`config.mk`:
```
export PLATFORM = sky130hd
export DESIGN_NAME = pc_fetch
export DESIGN_NICKNAME = d
export VERILOG_FILES = /design/src/rtl/pc_fetch_pkg.sv /design/src/rtl/pc_npc.sv /design/src/rtl/pc_fetch.sv
export SDC_FILE = /design/constraint.sdc
export NUM_CORES = 1
export LEC_CHECK = 0
export CORE_MARGIN = 8
export CORE_UTILIZATION = 47
export CTS_BUF_LIST = sky130_fd_sc_hd__clkbuf_16
export DETAILED_ROUTE_END_ITERATION = 10
export PLACE_DENSITY = 0.85
export SLEW_MARGIN = 20
export SYNTH_ARGS = -nofsm -noshare
export SYNTH_HDL_FRONTEND = slang
export SYNTH_HIERARCHICAL = 1
export SYNTH_SLANG_ARGS = --single-unit
```
`constraint.sdc`:
```
create_clock -name clk -period 4.4 [get_ports clk]
set_input_delay 0.66 -clock clk [delete_from_list [all_inputs] [get_ports clk]]
set_output_delay 0.66 -clock clk [all_outputs]
set_load 0.005 [all_outputs]
```
`src/rtl/pc_fetch_pkg.sv`:
```
// Shared definitions for the pc_fetch block: reset/limit defaults, FSM state
// encoding and next-PC source encoding.
package pc_fetch_pkg;

  localparam logic [31:0] PC_RESET_DEF = 32'h0000_3000;
  localparam logic [31:0] PC_LIMIT_DEF = 32'h0000_3FFC;

  typedef enum logic [1:0] {
    ST_START = 2'd0,
    ST_RUN   = 2'd1,
    ST_HALT  = 2'd2
  } pc_state_e;

  typedef enum logic [1:0] {
    NPC_SEQ = 2'd0,
    NPC_BR  = 2'd1,
    NPC_J   = 2'd2,
    NPC_JR  = 2'd3
  } npc_sel_e;

endpackage

```
`src/rtl/pc_npc.sv`:
```
// Combinational next-PC selection: jr > j > br > sequential, 32-bit wrapping.
// PC_BOUND_CHECK_EN keeps jr_target[1:0] so the caller can flag misalignment.
module pc_npc
  import pc_fetch_pkg::*;
(
  input  logic [31:0] pc,
  input  logic        br_en,
  input  logic [15:0] br_imm16,
  input  logic        j_en,
  input  logic [25:0] j_index26,
  input  logic        jr_en,
  input  logic [31:0] jr_target,
  output logic [31:0] pc_plus4,
  output logic [31:0] next_pc,
  output npc_sel_e    sel
);

  logic [31:0] br_off;
  logic [31:0] jr_addr;

  assign pc_plus4 = pc + 32'd4;
  assign br_off   = {{14{br_imm16[15]}}, br_imm16, 2'b00};

`ifdef PC_BOUND_CHECK_EN
  assign jr_addr = jr_target;
`else
  assign jr_addr = jr_target & ~32'd3;
`endif

  always_comb begin
    sel = NPC_SEQ;
    if (jr_en)      sel = NPC_JR;
    else if (j_en)  sel = NPC_J;
    else if (br_en) sel = NPC_BR;
  end

  always_comb begin
    next_pc = pc_plus4;
    case (sel)
      NPC_JR:  next_pc = jr_addr;
      NPC_J:   next_pc = {pc_plus4[31:28], j_index26, 2'b00};
      NPC_BR:  next_pc = pc_plus4 + br_off;
      default: next_pc = pc_plus4;
    endcase
  end

endmodule

```
`src/rtl/pc_fetch.sv`:
```
// Program counter register and START/RUN/HALT control FSM feeding instruction memory.
// Optional macro PC_BOUND_CHECK_EN enables alignment/range faulting of next_pc.
module pc_fetch
  import pc_fetch_pkg::*;
#(
  parameter logic [31:0] PC_RESET = PC_RESET_DEF,
  parameter logic [31:0] PC_LIMIT = PC_LIMIT_DEF
) (
  input  logic        clk,
  input  logic        reset,
  input  logic        stall,
  input  logic        halt_req,
  input  logic        br_en,
  input  logic [15:0] br_imm16,
  input  logic        j_en,
  input  logic [25:0] j_index26,
  input  logic        jr_en,
  input  logic [31:0] jr_target,
  output logic [31:0] pc,
  output logic [31:0] pc_plus4,
  output logic [9:0]  im_addr,
  output logic        fetch_valid,
  output logic        halted,
  output logic        fault,
  output pc_state_e   state_dbg
);

  pc_state_e   state, state_nx;
  logic [31:0] pc_nx;
  logic [31:0] next_pc;
  npc_sel_e    npc_sel;
  logic        bad_target;
  logic        fault_nx;

  pc_npc u_npc (
    .pc        (pc),
    .br_en     (br_en),
    .br_imm16  (br_imm16),
    .j_en      (j_en),
    .j_index26 (j_index26),
    .jr_en     (jr_en),
    .jr_target (jr_target),
    .pc_plus4  (pc_plus4),
    .next_pc   (next_pc),
    .sel       (npc_sel)
  );

`ifdef PC_BOUND_CHECK_EN
  logic fault_q;
  assign bad_target = (next_pc[1:0] != 2'b00) || (next_pc < PC_RESET) || (next_pc > PC_LIMIT);
  assign fault      = fault_q;
`else
  assign bad_target = 1'b0;
  assign fault      = 1'b0;
`endif

  assign im_addr   = pc[11:2];
  assign halted    = (state == ST_HALT);
  assign state_dbg = state;

  // Stall outranks redirects and halt_req; a bad target is checked before halt_req.
  always_comb begin
    state_nx    = state;
    pc_nx       = pc;
    fault_nx    = fault;
    fetch_valid = 1'b0;
    case (state)
      ST_START: state_nx = ST_RUN;
      ST_RUN: begin
        fetch_valid = ~stall;
        if (!stall) begin
          if (bad_target) begin
            state_nx = ST_HALT;
            fault_nx = 1'b1;
          end else if (halt_req) begin
            state_nx = ST_HALT;
          end else begin
            pc_nx = next_pc;
          end
        end
      end
      ST_HALT: state_nx = ST_HALT;
      default: state_nx = ST_START;
    endcase
  end

  always_ff @(posedge clk) begin
    if (reset) begin
      pc    <= PC_RESET;
      state <= ST_START;
    end else begin
      pc    <= pc_nx;
      state <= state_nx;
    end
  end

`ifdef PC_BOUND_CHECK_EN
  always_ff @(posedge clk) begin
    if (reset) fault_q <= 1'b0;
    else       fault_q <= fault_nx;
  end
`endif

  // npc_sel is informational only; PC_LIMIT matters only with bound checking.
  logic unused_ok;
  assign unused_ok = ^{npc_sel, PC_LIMIT, fault_nx};

endmodule

```
# [Word level (Yosys, flattened, before mapping)]
# Index checks and enable logic that the tools add are counted.
[op_classes] add_sub_neg=2 n_mux=8 bitwise_logic=2 eq_ne=7 n_reduce_logical=3
[ops] operator="$pmux 32 s3" n=1
[ops] operator="$add 32x3->32 const B" n=1
[ops] operator="$add 32x32->32" n=1
[ops] operator="$mux 2" n=4
[ops] operator="$eq 2x2->1 const B" n=3
[ops] operator="$pmux 2 s3" n=1
[ops] operator="$eq 2x1->1 const B" n=2
[ops] operator="$ne 2x2->1 const B" n=2
[ops] operator="$reduce_and 3->1" n=1
[ops] operator="$logic_not 2->1" n=1
[ops] operator="$mux 1" n=2
[ops] operator="$not 1->1" n=2
[ops] operator="$reduce_and 2->1" n=1
[totals] input_bits=81 regBits=34 out_inout_bits=79 word_cells=24

# [Longest topological paths before layout]
[depth] word_depth=5 depth_mapped=17 mapped_depth_nobuf=16

# [Hierarchy]
# Netlist, hierarchy kept.
[modules_own_cells] mod="pc_npc" instances=1 area_per_inst_um2=3064.2 cells_per_inst=484 seq_area_each_um2=0.0
[modules_own_cells] mod="pc_fetch" instances=1 area_per_inst_um2=1365.1 cells_per_inst=169 seq_area_each_um2=680.7

# [Least setup slack after synthesis]
# OpenSTA, ideal clock, no wires.
[synth_path] path_type="register -> register" from="register pc[4]" to="register pc[29]" setup_slack_ns=0.753 stages_incl_launch_ff=17 t_required_ns=4.268 arrival_time_ns=3.515 setup_time_ns=0.132 cell_sequence="dfxtp_1 nand4_1 nor4_4 nand2b_1 nor2_1 xor2_1 ha_1 buf_6 a211oi_1 nor2_1 or4_1 a31oi_1 mux2i_1 a222oi_1 o211ai_1 nand2_1 a21oi_1"
[synth_between] elab_chain_len=3
[synth_lines] item="start, declared" line="pc_fetch.sv:19" text="output logic [31:0] pc,"
[synth_lines] item="start signal, assigned" line="pc_fetch.sv:92" text="pc <= pc_nx;"
[synth_lines] item="$add 32x3->32" line="pc_npc.sv:21" text="assign pc_plus4 = pc + 32'd4;"
[synth_lines] item="via pc_plus4[22]" line="pc_fetch.sv:20" text="output logic [31:0] pc_plus4,"
[synth_lines] item="$add 32x32->32" line="pc_npc.sv:42" text="NPC_BR: next_pc = pc_plus4 + br_off;"
[synth_lines] item="$pmux 32 s3" line="pc_npc.sv:39" text="case (sel)"
[synth_lines] item="via next_pc[29]" line="pc_fetch.sv:30" text="logic [31:0] next_pc;"
# The timed path passes the listed nets, and every way through them passes these cells.
# A chain may end at the register's enable or synchronous reset.

# [Worst setup path in the final report]
[layout_path] from="register pc[3]" to="register pc[29]"
[layout_between] elab_chain_len=3
[layout_lines] item="$add 32x3->32 (*)" line="pc_npc.sv:21"
[layout_lines] item="$add 32x32->32" line="pc_npc.sv:42"
[layout_lines] item="$pmux 32 s3 (*)" line="pc_npc.sv:39"
[layout_lines] item="via next_pc[29]" line="pc_fetch.sv:30"
# Mark *: on every way through the listed nets, which the timed path passes. The rest lies on a longest branch.

==> flow_summary.json <==
{
  "multi_input_area_um2": 3440,
  "required_ns": 4.55,
  "syn_to_final_growth_pct": 41.0,
  "cts_tree": "built",
  "slew_violations": 0,
  "worstSetupPathType": "reg2reg",
  "viasPerCell": 6.05,
  "power.leakage_uw": 0.00245,
  "syn-instance-count": 652,
  "rsz0062_at_grt": "false",
  "synth_area_um2": 4430,
  "cts_made_buffers": 5,
  "num_rows": 35,
  "vdd_drop_max_v": 0.000279,
  "grt_max_degree": 54,
  "post-route-min-period_ns": 4.17,
  "status": "finished, final reports clean",
  "routedWlPerCell_um": 20.4,
  "ys_warn_count": 6,
  "diodes": 0,
  "r2r_setup_slack_ns": 0.23,
  "syn_area_per_cell_um2": 6.79,
  "core-area_um2": 9200,
  "antenna_found_initial": 0,
  "h-tree-depth": 2,
  "clock_skew_ns": 0.00526,
  "ant_nets": 0,
  "clock_path_buffers": 2,
  "period_share_pct": 94.7,
  "reg2reg_from": "pc[3]$_SDFFE_PP0P_",
  "dieArea_um2": 12800,
  "clk_latency_ns": 0.27,
  "p_per_area_nw_per_um2": 225,
  "grt.total_usage_pct": 27.5,
  "overflow": 0,
  "io_pins": 160,
  "worst_pin_slew_ns": 1.12,
  "clock-sinks": 34,
  "n_fill_cell": 805,
  "cts_root_buf": "clkbuf_16",
  "nNetsFinal": 917,
  "rr_worst_depth": 16,
  "die_y_um": 113,
  "portBuffers": 156,
  "tns_ns": 0,
  "routed_wl_um": 18600,
  "cp-endpoint": "pc[29]$_SDFFE_PP0P_",
  "hold_violations": 0,
  "drc": 0,
  "setup_viol": 0,
  "drt_iter0_markers": 557,
  "r2r_end": "pc[29]$_SDFFE_PP0P_",
  "path_clk_slew_ns": 0.05,
  "grt_pass1_wl_um": 28100,
  "hold_class": "reg2reg",
  "crit_fanout": 7,
  "slew_headroom_pct": 25.3,
  "total_power_uw": 1400,
  "arrival_ns": 4.31,
  "layout.area.seq_um2": 681,
  "drive_gt1_share_pct": 6.01,
  "crit_start": "pc[3]$_SDFFE_PP0P_",
  "die_x_um": 113,
  "start_kind": "register",
  "cap_violations": 0,
  "end_kind": "register",
  "dp_hpwl_um": 15000,
  "grt_pass1_vias": 5138,
  "initial_core_util_pct": 48.1,
  "routabilityCongestion": 1.00,
  "fin_util_pct": 67.8,
  "synthesis.nets": 771,
  "vias": 5507,
  "max_freq_mhz": 240,
  "dr.pass1.iters": 7
}
## power by group
part	internal [uW]	switching, uW
Sequential	334	35.4
Combinational	338	371
Clock	203	122
## registers in the layout, indices dropped and copies added (netlist names)
signal,flops
pc,32
state_dbg,2
## per-stage QoR
step	instance area (um2)	hold slack [ns]	setup WS, ns	cells
after floorplan	4430	0.474	0.753	652
after CTS	6220	0.496	0.225	908
after detailed placement	6090	0.486	0.285	900
after global routing	6240	0.522	0.0433	910
after global placement	6070	0.467	0.421	899
final	6240	0.491	0.232	910
## per-layer routing
layer  track usage, %  wire length (um)
met4             5.86               286
met1             36.7              7690
met5                0                 0
met3             6.02              1990
met2             44.2              8620
## area by class of cell
type / count / area share (%)
clock buffers: 5 / 2.01
clock inverters: 3 / 0.181
inverters: 19 / 1.14
multi-input cells: 554 / 55.1
flip-flops and latches: 34 / 10.9
well taps: 111 / 2.23
repair buffers: 184 / 28.4
## worst min path at each step
stage | start | end | cells past startpoint
floorplan | pc[0]$_SDFFE_PP0P_ | pc[0]$_SDFFE_PP0P_ | 2
global placement | pc[1]$_SDFFE_PP0P_ | pc[1]$_SDFFE_PP0P_ | 2
detailed placement | pc[1]$_SDFFE_PP0P_ | pc[1]$_SDFFE_PP0P_ | 2
CTS | pc[1]$_SDFFE_PP0P_ | pc[1]$_SDFFE_PP0P_ | 2
global route | pc[31]$_SDFFE_PP0P_ | pc[31]$_SDFFE_PP0P_ | 2
finish | pc[1]$_SDFFE_PP0P_ | pc[1]$_SDFFE_PP0P_ | 2
## what timing repair did
action | in CTS | in global routing
resized for setup | 0 | 0
buffers inserted | 0 | 2
endpoints found under the setup margin | 0 | 1
hold buffers | 0 | 0
## cells in the final DEF, fill, tap and decap left out, types with 6 or more instances in the layout
| master | instances |
|---|---|
| a21o_1 | 9 |
| a21oi_1 | 75 |
| nand2_1 | 122 |
| xnor2_1 | 25 |
| buf_4 | 27 |
| o21ai_0 | 33 |
| and2_1 | 6 |
| nand4_1 | 10 |
| inv_1 | 18 |
| o211ai_1 | 7 |
| a211oi_1 | 12 |
| ha_1 | 37 |
| clkdlybuf4s50_1 | 155 |
| nor2_1 | 53 |
| dfxtp_1 | 34 |
| a22oi_1 | 9 |
| xor2_1 | 24 |
| o21a_1 | 6 |
| nand2b_1 | 9 |
| nor3_1 | 14 |
| o221ai_1 | 7 |
| nand3_1 | 24 |
## critical path: stages (launching register included)
cell	delay, ns
dfxtp_1	0.46
ha_1	0.28
nand2_1	0.16
nor4_4	0.42
nand2b_1	0.18
nor2_1	0.15
xor2_1	0.32
ha_1	0.31
a211oi_1	0.24
nor2_1	0.11
or4_1	0.41
a31oi_1	0.27
mux2i_1	0.11
a222oi_1	0.23
o211ai_1	0.23
nand2_1	0.11
a21oi_1	0.06
Power figures use the tool's default switching activity.
